**config.mk**
```make
export PLATFORM = sky130hd
export DESIGN_NAME = semaforo_request_ctrl
export DESIGN_NICKNAME = d
export VERILOG_FILES = /design/src/rtl/semaforo_request_ctrl.sv
export SDC_FILE = /design/constraint.sdc
export NUM_CORES = 1
export LEC_CHECK = 0
export BUFFER_PORTS_ARGS = -buffer_cell sky130_fd_sc_hd__buf_4
export CAP_MARGIN = 20
export CORE_ASPECT_RATIO = 1.4
export CORE_MARGIN = 2
export CORE_UTILIZATION = 63
export CTS_CLUSTER_DIAMETER = 100
export DETAILED_ROUTE_END_ITERATION = 12
export GPL_ROUTABILITY_DRIVEN = 0
export GPL_TIMING_DRIVEN = 0
export PLACE_DENSITY = 0.81
export SETUP_SLACK_MARGIN = 0.4
export SYNTH_ARGS = -nofsm -noshare
export SYNTH_HDL_FRONTEND = slang
export SYNTH_SLANG_ARGS = --single-unit
```
**constraint.sdc**
```tcl
create_clock -name CLK -period 5.2 [get_ports CLK]
set_input_delay 1.04 -clock CLK [delete_from_list [all_inputs] [get_ports CLK]]
set_output_delay 1.04 -clock CLK [all_outputs]
set_load 0.01 [all_outputs]
```
**src/rtl/semaforo_request_ctrl.sv**
```systemverilog
// semaforo_request_ctrl: pedestrian-request front end for the semaforo light
// controller. Debounces the raw button, enforces a minimum interval between
// light changes using the chronometer ms count, issues a one-cycle CHANGE
// pulse and waits for the light controller to leave green.
module semaforo_request_ctrl #(
   parameter int unsigned DEBOUNCE_CYCLES = 60000,
   parameter int unsigned MIN_GAP_MS      = 5000,
   parameter int unsigned ACK_TIMEOUT_MS  = 10000
) (
   input  logic        CLK,
   input  logic        RST_N,
   input  logic        EN,
   input  logic        BUTTON,
   input  logic [31:0] CHRONO,
   input  logic        GREEN,
   input  logic        YELLOW,
   input  logic        RED,
   output logic        CHANGE,
   output logic        PENDING,
   output logic        FAULT
);

   localparam int unsigned     DB_W    = $clog2(DEBOUNCE_CYCLES + 1);
   localparam logic [DB_W-1:0] DB_LAST = DB_W'(DEBOUNCE_CYCLES - 1);
   localparam logic [DB_W-1:0] DB_ZERO = {DB_W{1'b0}};
   localparam logic [DB_W-1:0] DB_ONE  = DB_W'(1);
   localparam logic [31:0]     GAP_MS  = 32'(MIN_GAP_MS);
   localparam logic [31:0]     ACK_MS  = 32'(ACK_TIMEOUT_MS);

   typedef enum logic [1:0] {
      ST_IDLE     = 2'd0,
      ST_ARMED    = 2'd1,
      ST_ISSUE    = 2'd2,
      ST_WAIT_ACK = 2'd3
   } state_t;

   logic            btn_s1_r;
   logic            btn_s2_r;
   logic            green_s1_r;
   logic            green_s2_r;
   logic [1:0]      yr_s1_r;
   logic [1:0]      yr_status_unused_r;
   logic [31:0]     chrono_s1_r;
   logic [31:0]     chrono_s2_r;
   logic [31:0]     chrono_q_r;
   logic [DB_W-1:0] db_cnt_r;
   logic            deb_level_r;
   logic            deb_prev_r;
   state_t          state_r;
   logic            change_r;
   logic            pending_r;
   logic            fault_r;
   logic            first_r;
   logic [31:0]     last_change_r;
   logic [31:0]     t0_r;

   logic            press_s;
   logic [31:0]     since_last_s;
   logic [31:0]     since_t0_s;
   logic            gap_ok_s;
   logic            timeout_s;

   // Two-flop synchronisers for the button and the light-state inputs
   always_ff @(posedge CLK or negedge RST_N) begin
      if (!RST_N) begin
         btn_s1_r           <= 1'b0;
         btn_s2_r           <= 1'b0;
         green_s1_r         <= 1'b0;
         green_s2_r         <= 1'b0;
         yr_s1_r            <= 2'b00;
         yr_status_unused_r <= 2'b00;
      end else begin
         btn_s1_r           <= BUTTON;
         btn_s2_r           <= btn_s1_r;
         green_s1_r         <= GREEN;
         green_s2_r         <= green_s1_r;
         yr_s1_r            <= {YELLOW, RED};
         yr_status_unused_r <= yr_s1_r;
      end
   end

   // Multi-bit chronometer capture: only accept a value seen twice in a row
   always_ff @(posedge CLK or negedge RST_N) begin
      if (!RST_N) begin
         chrono_s1_r <= 32'h0000_0000;
         chrono_s2_r <= 32'h0000_0000;
         chrono_q_r  <= 32'h0000_0000;
      end else begin
         chrono_s1_r <= CHRONO;
         chrono_s2_r <= chrono_s1_r;
         if (chrono_s1_r == chrono_s2_r) begin
            chrono_q_r <= chrono_s2_r;
         end
      end
   end

   // Debounce: a new level must persist for DEBOUNCE_CYCLES samples to be taken
   always_ff @(posedge CLK or negedge RST_N) begin
      if (!RST_N) begin
         db_cnt_r    <= DB_ZERO;
         deb_level_r <= 1'b0;
         deb_prev_r  <= 1'b0;
      end else begin
         deb_prev_r <= deb_level_r;
         if (btn_s2_r == deb_level_r) begin
            db_cnt_r <= DB_ZERO;
         end else if (db_cnt_r == DB_LAST) begin
            deb_level_r <= btn_s2_r;
            db_cnt_r    <= DB_ZERO;
         end else begin
            db_cnt_r <= db_cnt_r + DB_ONE;
         end
      end
   end

   // Press edge detect and wrap-transparent elapsed-time comparisons
   always_comb begin
      press_s      = deb_level_r & ~deb_prev_r;
      since_last_s = chrono_q_r - last_change_r;
      since_t0_s   = chrono_q_r - t0_r;
      gap_ok_s     = first_r | (since_last_s >= GAP_MS);
      timeout_s    = (since_t0_s >= ACK_MS);
   end

   // Request sequencer: arm on press, pulse CHANGE once, wait for green to drop
   always_ff @(posedge CLK or negedge RST_N) begin
      if (!RST_N) begin
         state_r       <= ST_IDLE;
         change_r      <= 1'b0;
         pending_r     <= 1'b0;
         fault_r       <= 1'b0;
         first_r       <= 1'b1;
         last_change_r <= 32'h0000_0000;
         t0_r          <= 32'h0000_0000;
      end else begin
         change_r <= 1'b0;
         if (!EN) begin
            state_r   <= ST_IDLE;
            pending_r <= 1'b0;
         end else begin
            case (state_r)
               ST_IDLE: begin
                  if (press_s) begin
                     state_r   <= ST_ARMED;
                     pending_r <= 1'b1;
                  end
               end
               ST_ARMED: begin
                  if (green_s2_r && gap_ok_s) begin
                     state_r  <= ST_ISSUE;
                     change_r <= 1'b1;
                  end
               end
               ST_ISSUE: begin
                  t0_r    <= chrono_q_r;
                  state_r <= ST_WAIT_ACK;
               end
               ST_WAIT_ACK: begin
                  // Acknowledge has priority over a simultaneous timeout
                  if (!green_s2_r) begin
                     last_change_r <= chrono_q_r;
                     first_r       <= 1'b0;
                     pending_r     <= 1'b0;
                     state_r       <= ST_IDLE;
                  end else if (timeout_s) begin
                     fault_r       <= 1'b1;
                     last_change_r <= chrono_q_r;
                     first_r       <= 1'b0;
                     pending_r     <= 1'b0;
                     state_r       <= ST_IDLE;
                  end
               end
               default: begin
                  state_r   <= ST_IDLE;
                  pending_r <= 1'b0;
               end
            endcase
         end
      end
   end

   assign CHANGE  = change_r;
   assign PENDING = pending_r;
   assign FAULT   = fault_r;

endmodule

```
Word-level counts from Yosys, hierarchy flattened
Index checks and enable logic that the tools add are counted.

Bits in registers: 188. Word-level logic and storage cells: 63. Output and inout port bits: 3. RAM bits: 0. Latch bits: 0. Memories: 0. Bits in read-only memories: 0.

Eq/ne operators: 11. Mux-type cells: 18. $lt $le $gt $ge: 2. Divide/modulo/power cells: 0. Bitwise gates (word level): 4. Add/sub/neg operators: 3. Shift-type cells: 0. Reduce and logical (&&, ||, !) cells: 8. Multiply operators: 0.

Operators by type and width (number): $mux 32 (2); $sub 32x32->32 (2); $eq 32x32->1 (1); $ge 32x13->1 const B (1); $ge 32x14->1 const B (1); $mux 16 (2); $add 16x1->16 const B (1); $eq 16x16->1 const B (1); $mux 2 (5); $reduce_and 3->1 (3); $pmux 2 s4 (1); $mux 1 (7); $ne 3x3->1 const B (2); $eq 2x2->1 const B (2); $ne 4x4->1 const B (1); $reduce_and 2->1 (2); $reduce_and 4->1 (1); $ne 3x1->1 const B (1); $eq 2x1->1 const B (1); $logic_not 2->1 (1); $ne 2x1->1 const B (1); $not 1->1 (2); $pmux 1 s2 (1); $and 1x1->1 (1); 3 further kinds (3).

Longest topological paths before layout
Gate-level depths: netlist (run 1).

Depth in word-level cells: 7. Mapped depth: 15. Mapped depth without buffers: 15.

Least setup slack after synthesis (run 1)
Ideal clock, no wire load.

Path kind: register to register. Start: register chrono_q_r[13]. End: register last_change_r[25]. Stages on the path, launching flop included: 14. Clock period less this slack: 3.891 ns. Setup time: 0.125 ns. Path slack: 1.309 ns. Arrival: 3.766 ns. Cells stage by stage: dfrtp_1 ha_1 a21oi_1 nor2_1 a2111oi_2 o211ai_1 or4_1 or4_1 a2111oi_2 nand4_1 nand3b_4 o211ai_4 buf_6 mux2_2.

Longest elaborated chain between the ends: 4.

RTL lines: start: declaration (line 45) `logic [31:0] chrono_q_r;`; start signal: assignment (line 92) `chrono_q_r <= chrono_s2_r;`; $sub 32x32->32 (line 120) `since_t0_s = chrono_q_r - t0_r;`; $ge 32x14->1 (line 122) `timeout_s = (since_t0_s >= ACK_MS);`; $ne 2x1->1 (no line); $reduce_and 3->1 (no line); end signal: assignment (line 161) `last_change_r <= chrono_q_r;`; end signal: assignment (line 167) `last_change_r <= chrono_q_r;`; end: declaration (line 54) `logic [31:0] last_change_r;`.

No other way between the ends. A chain may end at the register's enable or synchronous reset.

Final worst setup path (run 1)
Start: register chrono_q_r[23]. End: register last_change_r[29].

The elaborated chain is that of the path after synthesis.

==> results of run 1 <==
final timing paths:
kind / start / to / slack [ns] / cells past startpoint
worst min-delay path: btn_s1_r / btn_s2_r / 0.36 / 0
max in group asynchronous: RST_N / green_s1_r / 3.76 / 2
worst min register to register: btn_s1_r / btn_s2_r / 0.36 / 0
worst max-delay path: chrono_q_r[23] / last_change_r[29] / 0.47 / 14
min in group asynchronous: RST_N / chrono_s1_r[1] / 0.51 / 1
worst max register to register: chrono_q_r[23] / last_change_r[29] / 0.47 / 14
cell usage after synthesis (23+ instances only):
cell and number:
o21ai_0 41, xnor2_1 56, clkbuf_1 23, ha_1 67
inv_1 85, dfrtp_1 187, nand4_1 27, nor2_1 71
a21oi_1 69, xor2_1 25, mux2_2 93, nand2_1 65
nand3_1 32
per-layer routing:
layer / vias to the layer above / global-route usage [%]
met5: - / 0
met4: 0 / 14.3
met3: 95 / 2.96
met2: 276 / 50.4
met1: 4150 / 33.2
li1: 4015 / -
power breakdown:
group / switching (mW) / internal (mW) / total, mW
logic: 0.289 / 0.221 / 0.510
clock network: 0.648 / 0.747 / 1.39
registers: 0.0332 / 1.51 / 1.54
total: 0.970 / 2.47 / 3.44
final cells by class:
class | instances | area share (%)
Multi-Input combinational cell | 767 | 46.8
Sequential cell | 188 | 38.3
Clock buffer | 17 | 3.46
Timing Repair Buffer | 42 | 2.89
Inverter | 85 | 2.60
Tap cell | 236 | 2.40
Clock inverter | 15 | 1.82
Buffer | 41 | 1.66
logic make-up (layout without fill, tap and decap cells):
kind of cell / Yosys count / count (layout) / synth area share, %
mux: 102 / 102 / 10.4
compound gates: 238 / 238 / 14.6
xor+xnor: 81 / 81 / 6.48
flops: 188 / 188 / 43.0
fa+ha+maj: 69 / 69 / 8.03
buf+inv: 126 / 200 / 4.78
simple gates: 277 / 277 / 12.6
stage by stage:
| stage | hold WS [ns] | power, mW |
|---|---|---|
| 2_1_floorplan | 0.331 | 1.89 |
| 3_3_place_gp | 0.331 | 2.04 |
| 3_5_place_dp | 0.344 | 2.06 |
| 4_1_cts | 0.362 | 3.45 |
| 5_1_grt | 0.368 | 3.55 |
| 6_report | 0.359 | 3.44 |
state kept, by name, indices dropped and copies added, names as in the netlist:
name and flops:
chrono_q_r 32, chrono_s1_r 32, chrono_s2_r 32, last_change_r 32
t0_r 32, db_cnt_r 16, state_r 2, CHANGE 1
FAULT 1, PENDING 1, btn_s1_r 1, btn_s2_r 1
deb_level_r 1, deb_prev_r 1, first_r 1, green_s1_r 1
green_s2_r 1
what timing repair did:
| item | in CTS | in global routing |
|---|---|---|
| endpoints found under the setup margin | 28 | 35 |
| resized for setup | 1 | 6 |
| pin swaps | 1 | 2 |
| setup buffers | 2 | 1 |
==> impl_metrics.tcl, run 1 <==
set metrics [dict create \
    core_um2 17200 \
    placed_area_um2 11600 \
    cts_max_path_buffers 2 \
    netlist_top_cells_area "dfrtp_1 43%, mux2_2 9.6%, ha_1 7.7%" \
    synth_fp_nets 1189 \
    port_buffers 38 \
    synth_top_cell_by_area "dfrtp_1" \
    yosysSeqAreaShare_pct 43.0 \
    wl_um 25100 \
    initial_core_util_pct 63.7 \
    multiInputGateArea_um2 5750 \
    cp.arrival_ns 5.06 \
    clk_latency_ns 0.45 \
    routedWlPerCell_um 18.1 \
    hold_path.class "register to register" \
    numCtsBuffers 17 \
    die_x_um 115 \
    finalNonFillerCells 1391 \
    grt_pass1_wl_um 40800 \
    row_count 57 \
    grt_max_degree 127 \
    maxSlewViolCount 0 \
    fin_crit_ns 4.73 \
    synthArstFlopShare_pct 100 \
    cts_tree "built" \
    drt_iter0_markers 683 \
    synth_edf_count 0 \
    netlist_instances 1081 \
    fmax_ghz 0.211 \
    relSlewSlack_pct 45.3 \
    crit_required_ns 5.53 \
    ir_drop_uv 300 \
    pre_cts_slack_ns 0.314 \
    cp-start-kind "register" \
    path_clk_slew_ns 0.08 \
    yosysWarnings 0 \
    wl_met1_um 9790 \
    wl_met3_um 870 \
    fill_cells 1186 \
    grt_use_total_pct 28.3 \
    syn-cell-area_um2 10900 \
    final_util_pct 71.5 \
    powerDensity_nw_per_um2 280 \
    synth_seq_cells 188 \
    htree_levels 4 \
    top_layer "met4" \
    avgSynthCellArea_um2 10.1 \
    worstPathMaxFanout 10 \
    rsz0062_at_grt "no" \
    status "complete, no violations" \
    ys_types 75 \
    met2_length_um 13200 \
    leakage_nw 5.96 \
    die_area_um2 18500 \
    crit_path_max_incr_delay_ns 0.54 \
    final-seq-area_um2 4710 \
    finalCritPeriodShare_pct 91.0 \
    nNetsFinal 1250 \
    die_y_um 160 \
    area_delta_synth_final_pct 12.2 \
    first_global_vias 8366 \
    fin_tns_setup_ns 0 \
    synth_top_cell_area_share_pct 42.8 \
    critical_path.cell_chain "ha_1 -> buf_2 -> nand4_1 -> a31oi_1 -> o211ai_1 -> or4_1 -> or4_1 -> a2111oi_2 -> nand4_1 -> nand3b_4 -> o211ai_4 -> buf_12 -> buf_6 -> mux2_2" \
    io_pins 42 \
    drv_cap 0 \
    dp_cells 1356 \
    final_common_cell "dfrtp_1" \
    cts_hold_buf 0 \
    synth_flop_cell "dfrtp_1" \
    via_per_inst 6.14 \
    antenna_cells 0 \
    fin_area_um2 12300 \
    numClockSinks 188 \
    grt_overflow_total 0 \
    layout-drive-gt1-share_pct 17.4 \
    worst_pin_slew_ns 0.813 \
    cp-end-kind "register" \
    setup_viol 0 \
    hpwl_um 18300 \
    cp_slowest_cell "or4_1" \
    layout_setup_ws_ns 0.468 \
    grt_antenna_before_repair 0 \
    dr.pass1.iters 5 \
    drc 0 \
    hold_viol_final 0 \
    path_buf_inv 3 \
    critical_path_class "register to register" \
    drtAntennaViolNets 0 \
    cts_root_buf "clkbuf_16" \
    vias 8536 \
    path_delay_family "simple AND/OR/NAND/NOR gates" \
    final_cell_mix "187 x dfrtp_1, 93 x mux2_2, 85 x inv_1, 70 x nor2_1, 69 x a21oi_1" \
    finClkSkew_ns 0.0223 \
]
(Power assumes the default switching activity.)
==> run 2, diff against run 1 <==
--- a/config.mk
+++ b/config.mk
@@ -9,12 +9,12 @@
 export CAP_MARGIN = 20
 export CORE_ASPECT_RATIO = 1.4
 export CORE_MARGIN = 2
-export CORE_UTILIZATION = 63
+export CORE_UTILIZATION = 35
 export CTS_CLUSTER_DIAMETER = 100
 export DETAILED_ROUTE_END_ITERATION = 12
 export GPL_ROUTABILITY_DRIVEN = 0
 export GPL_TIMING_DRIVEN = 0
-export PLACE_DENSITY = 0.81
+export REMOVE_ABC_BUFFERS = 1
 export SETUP_SLACK_MARGIN = 0.4
 export SYNTH_ARGS = -nofsm -noshare
 export SYNTH_HDL_FRONTEND = slang
==> impl_metrics.tcl, run 2 (synthesis gave the netlist of run 1 again) <==
set metrics [dict create \
    wl_um 24500 \
    crit-reg2reg-capture "last_change_r[5]" \
    routedWlPerCell_um 16.2 \
    status "complete, no violations" \
    antenna_cells 0 \
    hold_viol_final 0 \
    grt_max_degree 126 \
    die_x_um 153 \
    maxSlewViolCount 0 \
    nNetsFinal 1217 \
    cp-start-kind "register" \
    use_met1_pct 16.8 \
    cts_tree "built" \
    die_area_um2 32700 \
    crit_start "chrono_q_r[24]" \
    grt_overflow_total 0 \
    rsz0062_at_grt "no" \
    grt_use_total_pct 15.5 \
    drt_iter0_markers 502 \
    vias 8027 \
    cp.arrival_ns 5.01 \
    drv_cap 0 \
    fin_tns_setup_ns 0 \
    cts_hold_buf 0 \
    critical_path_class "register to register" \
    worst_pin_slew_ns 0.921 \
    cts_max_path_buffers 2 \
    finalCritPeriodShare_pct 89.9 \
    core_um2 30800 \
    grt_pass1_wl_um 40200 \
    row_count 76 \
    layout_setup_ws_ns 0.526 \
    initial_core_util_pct 35.5 \
    final_util_pct 40.0 \
    fmax_ghz 0.214 \
    numClockSinks 188 \
    grt_use_met3_pct 2.27 \
    pre_cts_slack_ns 0.260 \
    via_per_inst 5.31 \
    worstPathMaxFanout 27 \
    leakage_nw 5.89 \
    first_global_vias 7929 \
    finClkSkew_ns 0.0196 \
    final_common_cell "dfrtp_1" \
    setup.worst_path.end "last_change_r[5]" \
    layout-drive-gt1-share_pct 18.1 \
    hold_path.class "register to register" \
    grt_antenna_before_repair 0 \
    powerDensity_nw_per_um2 270 \
    dr.pass1.iters 5 \
    crit_required_ns 5.53 \
    cts_root_buf "clkbuf_16" \
    htree_levels 4 \
    clk_latency_ns 0.45 \
    path_clk_slew_ns 0.07 \
    fin_crit_ns 4.67 \
    r2r_slack_ns 0.53 \
    port_buffers 39 \
    area_delta_synth_final_pct 12.7 \
    setup_viol 0 \
    io_pins 42 \
    cp-end-kind "register" \
    drtAntennaViolNets 0 \
    ir_drop_uv 279 \
    drc 0 \
    worst-r2r-cell-count 13 \
    final_cell_mix "187 x dfrtp_1, 93 x mux2_2, 85 x inv_1, 70 x nor2_1, 69 x a21oi_1" \
    grt_util_met2_pct 28.9 \
    reg2reg_from "chrono_q_r[24]" \
    relSlewSlack_pct 37.0 \
    numCtsBuffers 17 \
    hpwl_um 19100 \
    die_y_um 213 \
    busiest_layer "met2" \
]
[run 2: critical path, cell delays in order, from the launching register on]
cell and delay (ns):
dfrtp_1 0.44, ha_2 0.46, a21oi_1 0.13, o21a_1 0.26
a31oi_1 0.28, o211ai_1 0.19, or4_1 0.52, or4_1 0.53
a2111oi_2 0.33, nand4_1 0.20, nand3b_4 0.22, o211ai_4 0.37
buf_12 0.24, mux2_2 0.36
[run 2: power breakdown]
group          internal, mW  total (mW)  leakage [nW]  switching, mW
registers              1.51        1.54          2.46         0.0308
logic                 0.229       0.516          3.15          0.287
clock network         0.714        1.27         0.282          0.560
[run 2: cell type report]
cell class,instances,area [µm²]
fillers,3037,18500
multi-input cells,767,5780
flip-flops and latches,188,4710
well taps,390,488
clock buffers,21,480
repair buffers,50,455
inverters,85,319
clock inverters,11,106
[run 2: timing repair]
action	CTS	global route
setup buffers	0	7
hold endpoints to repair	0	0
pin swaps	0	2
gates resized for setup	3	15
endpoints found under the setup margin	25	28
[run 2: how the worst min path moves through the flow]
stage	start	to	depth (start not counted)
2_1_floorplan	btn_s1_r	btn_s2_r	0
4_1_cts	green_s1_r	green_s2_r	0
3_3_place_gp	green_s1_r	green_s2_r	0
5_1_grt	green_s1_r	green_s2_r	0
6_report	green_s1_r	green_s2_r	0
3_5_place_dp	green_s1_r	green_s2_r	0
[run 2: per-stage QoR]
step | hold WS (ns) | instances | instance area (µm²) | power (mW)
3_5_place_dp | 0.335 | 1473 | 11600 | 2.08
4_1_cts | 0.351 | 1505 | 12200 | 3.37
6_report | 0.350 | 1512 | 12300 | 3.33
2_1_floorplan | 0.331 | 1040 | 10700 | 1.89
3_3_place_gp | 0.334 | 1469 | 11500 | 2.05
5_1_grt | 0.371 | 1512 | 12300 | 3.49
[run 2: routing by layer]
metal,wire (µm),up-vias
met5,0,-
met4,1120,0
met3,488,63
met2,13300,150
met1,9630,3873
li1,-,3941
==> run 3, diff against run 2 <==
--- a/config.mk
+++ b/config.mk
@@ -5,6 +5,7 @@
 export SDC_FILE = /design/constraint.sdc
 export NUM_CORES = 1
 export LEC_CHECK = 0
+export ABC_AREA = 1
 export BUFFER_PORTS_ARGS = -buffer_cell sky130_fd_sc_hd__buf_4
 export CAP_MARGIN = 20
 export CORE_ASPECT_RATIO = 1.4
==> impl_metrics.tcl, run 3 <==
set metrics [dict create \
    min_from "green_s1_r" \
    p_int_mw 2.65 \
    cts_tree "built" \
    area_delta_synth_final_pct 12.3 \
    netlist_instances 1686 \
    maxSlewViolCount 0 \
    syn-cell-area_um2 11900 \
    layout-drive-gt1-share_pct 6.34 \
    multiInputGateArea_um2 5930 \
    htree_levels 4 \
    fill_cells 3649 \
    numCtsBuffers 17 \
    relSlewSlack_pct 42.5 \
    finalCritPeriodShare_pct 71.3 \
    synth_top_cell_area_share_pct 39.2 \
    ir_drop_uv 384 \
    final-seq-area_um2 4710 \
    r2r_slack_ns 1.49 \
    grt_antenna_before_repair 0 \
    seqPwrFrac_pct 41.5 \
    crit_path_max_incr_delay_ns 0.49 \
    yosys-top-cells-count "565 x nand2_1, 307 x inv_1, 187 x dfrtp_1" \
    wl_um 29000 \
    drc 0 \
    worst_pin_slew_ns 0.854 \
    crit-reg2reg-capture "last_change_r[7]" \
    whs_ns 0.356 \
    busiest_layer "met2" \
    cts_setup_buffers 0 \
    cp-start-kind "register" \
    critical_path_class "register to register" \
    path_common_cell "nand2_1" \
    grt_overflow_total 0 \
    grt_pass1_wl_um 49100 \
    io_pins 42 \
    p_clk_share_pct 33.5 \
    fin_tns_setup_ns 0 \
    hold_depth 0 \
    nNetsFinal 1831 \
    antenna_cells 0 \
    netSwitchingFraction_pct 33.9 \
    synth_edf_count 0 \
    netlist_top_cells_area "dfrtp_1 39%, nand2_1 18%, inv_1 9.7%" \
    avgSynthCellArea_um2 7.07 \
    drt_iter0_markers 541 \
    synthArstFlopShare_pct 100 \
    use_met1_pct 19.7 \
    dr.pass1.iters 5 \
    grt_util_met2_pct 31.2 \
    vias 10300 \
    first_global_vias 10200 \
    switchingPower_mw 1.35 \
    status "complete, no violations" \
    setup_viol 0 \
    hold_viol_final 0 \
    yosysSeqAreaShare_pct 39.5 \
    synthMostInstantiatedCell "nand2_1" \
    routedWlPerCell_um 13.3 \
    synth_flop_cell "dfrtp_1" \
    hold_path.class "register to register" \
    leakage_nw 7.57 \
    synth_seq_cells 188 \
    fmax_ghz 0.270 \
    worst-r2r-cell-count 18 \
    ctsResizeCount 0 \
    drv_cap 0 \
    row_count 80 \
    hpwl_um 23100 \
    powerDensity_nw_per_um2 299 \
    p_comb_share_pct 25.0 \
    finClkSkew_ns 0.0137 \
    cp_slowest_cell "dfrtp_1" \
    cts_root_buf "clkbuf_16" \
    ys_types 42 \
    critical_path.cell_chain "ha_1 -> nand2_1 -> inv_1 -> a21oi_1 -> nand2_1 -> nand2_1 -> nand2_1 -> nand2_1 -> nand2_1 -> a21oi_2 -> and2_1 -> nand2_1 -> nor2_1 -> and2_4 -> nand2_4 -> nand3_4 -> nand2_1 -> nand2_1" \
    via_per_inst 4.71 \
    crit_required_ns 5.59 \
    reg2reg_from "chrono_q_r[4]" \
    path_clk_slew_ns 0.08 \
    core_um2 33800 \
    cts_hold_buf 0 \
    cts_max_path_buffers 2 \
    initial_core_util_pct 35.2 \
    die_area_um2 35600 \
    die_x_um 160 \
    clk_latency_ns 0.46 \
    whs_endpoint "green_s2_r" \
    layout_setup_ws_ns 1.49 \
    die_y_um 222 \
    synth_top_cell_by_area "dfrtp_1" \
    drtAntennaViolNets 0 \
    final_cell_mix "564 x nand2_1, 307 x inv_1, 187 x dfrtp_1, 152 x nor2_1, 78 x a21oi_1" \
    numClockSinks 188 \
    grt_max_degree 105 \
    grt_use_met3_pct 2.63 \
    worstPathMaxFanout 33 \
    cp-end-kind "register" \
    yosysWarnings 0 \
    port_buffers 39 \
    rsz0062_at_grt "no" \
    final_common_cell "nand2_1" \
    fin_crit_ns 3.71 \
    cp.arrival_ns 4.10 \
    pre_cts_slack_ns 1.50 \
    grt_use_total_pct 17.3 \
]
-- run 3: cell count changes in the layout (fill, tap and decap cells not counted), moves of 15 or more --
cell	previous run	this run
inv_1	85	307
xnor2_1	56	25
a21o_1	17	1
nand4_1	27	52
nand3b_1	1	16
nand2_1	65	564
nand3_1	32	67
nor2_1	70	152
mux2_2	93	16
-- run 3: cell type report --
type | count | share of cell area (%)
clock buffers | 17 | 3.18
clock inverters | 15 | 1.44
inverters | 312 | 8.75
multi-input cells | 1160 | 44.3
flip-flops and latches | 188 | 35.1
well taps | 451 | 4.21
repair buffers | 44 | 3.03
-- run 3: worst max path at each step --
stage | slack, ns | startpoint | to
floorplan | 2.36 | chrono_s2_r[1] | chrono_q_r[10]
global placement | 0.26 | chrono_s2_r[8] | chrono_q_r[25]
detailed placement | 1.50 | chrono_q_r[4] | last_change_r[19]
CTS | 1.46 | chrono_q_r[4] | last_change_r[19]
global route | 1.18 | chrono_q_r[10] | last_change_r[2]
finish | 1.49 | chrono_q_r[4] | last_change_r[7]
-- run 3: cell families (layout without fill, tap and decap cells) --
group | Yosys count | after routing | synth area share, %
xor+xnor | 43 | 43 | 3.16
compound gates | 134 | 134 | 6.07
fa+ha+maj | 69 | 69 | 7.37
buf+inv | 338 | 388 | 10.9
flops | 188 | 188 | 39.5
mux | 16 | 16 | 1.51
simple gates | 898 | 898 | 31.6
-- run 3: worst max-delay path, delay by kind of cell (launching register included) --
family                   cells  cell delay, ns
buffers and inverters        1            0.10
adder cells (fa/ha/maj)      1            0.39
flip-flops                   1            0.49
AO/OA/AOI/OAI                2            0.36
AND/OR/NAND/NOR             14            2.29
-- run 3: per-layer routing --
layer	vias up	wire, µm	share of wire [%]
li1	5323	-	-
met1	4748	12300	42
met2	163	14600	50
met3	71	729	2.5
met4	0	1360	4.7
met5	-	0	0
-- run 3: power groups by stage --
stage                     Combinational [mW]  Clock (mW)  Sequential [mW]
after CTS                               1.01        1.39             1.66
final                                   1.00        1.34             1.66
after floorplan                        0.726           0             1.68
after global placement                 0.969           0             1.69
after global routing                    1.15        1.44             1.68
after detailed placement               0.999           0             1.69
-- run 3: metrics by stage --
stage	area, µm²	power (mW)	std cells	util, %
6_report	13400	4.00	2187	39.6
5_1_grt	13400	4.27	2187	39.6
4_1_cts	13400	4.06	2187	39.6
3_5_place_dp	12800	2.69	2155	37.8
3_3_place_gp	12700	2.66	2150	37.4
2_1_floorplan	11800	2.40	1660	-
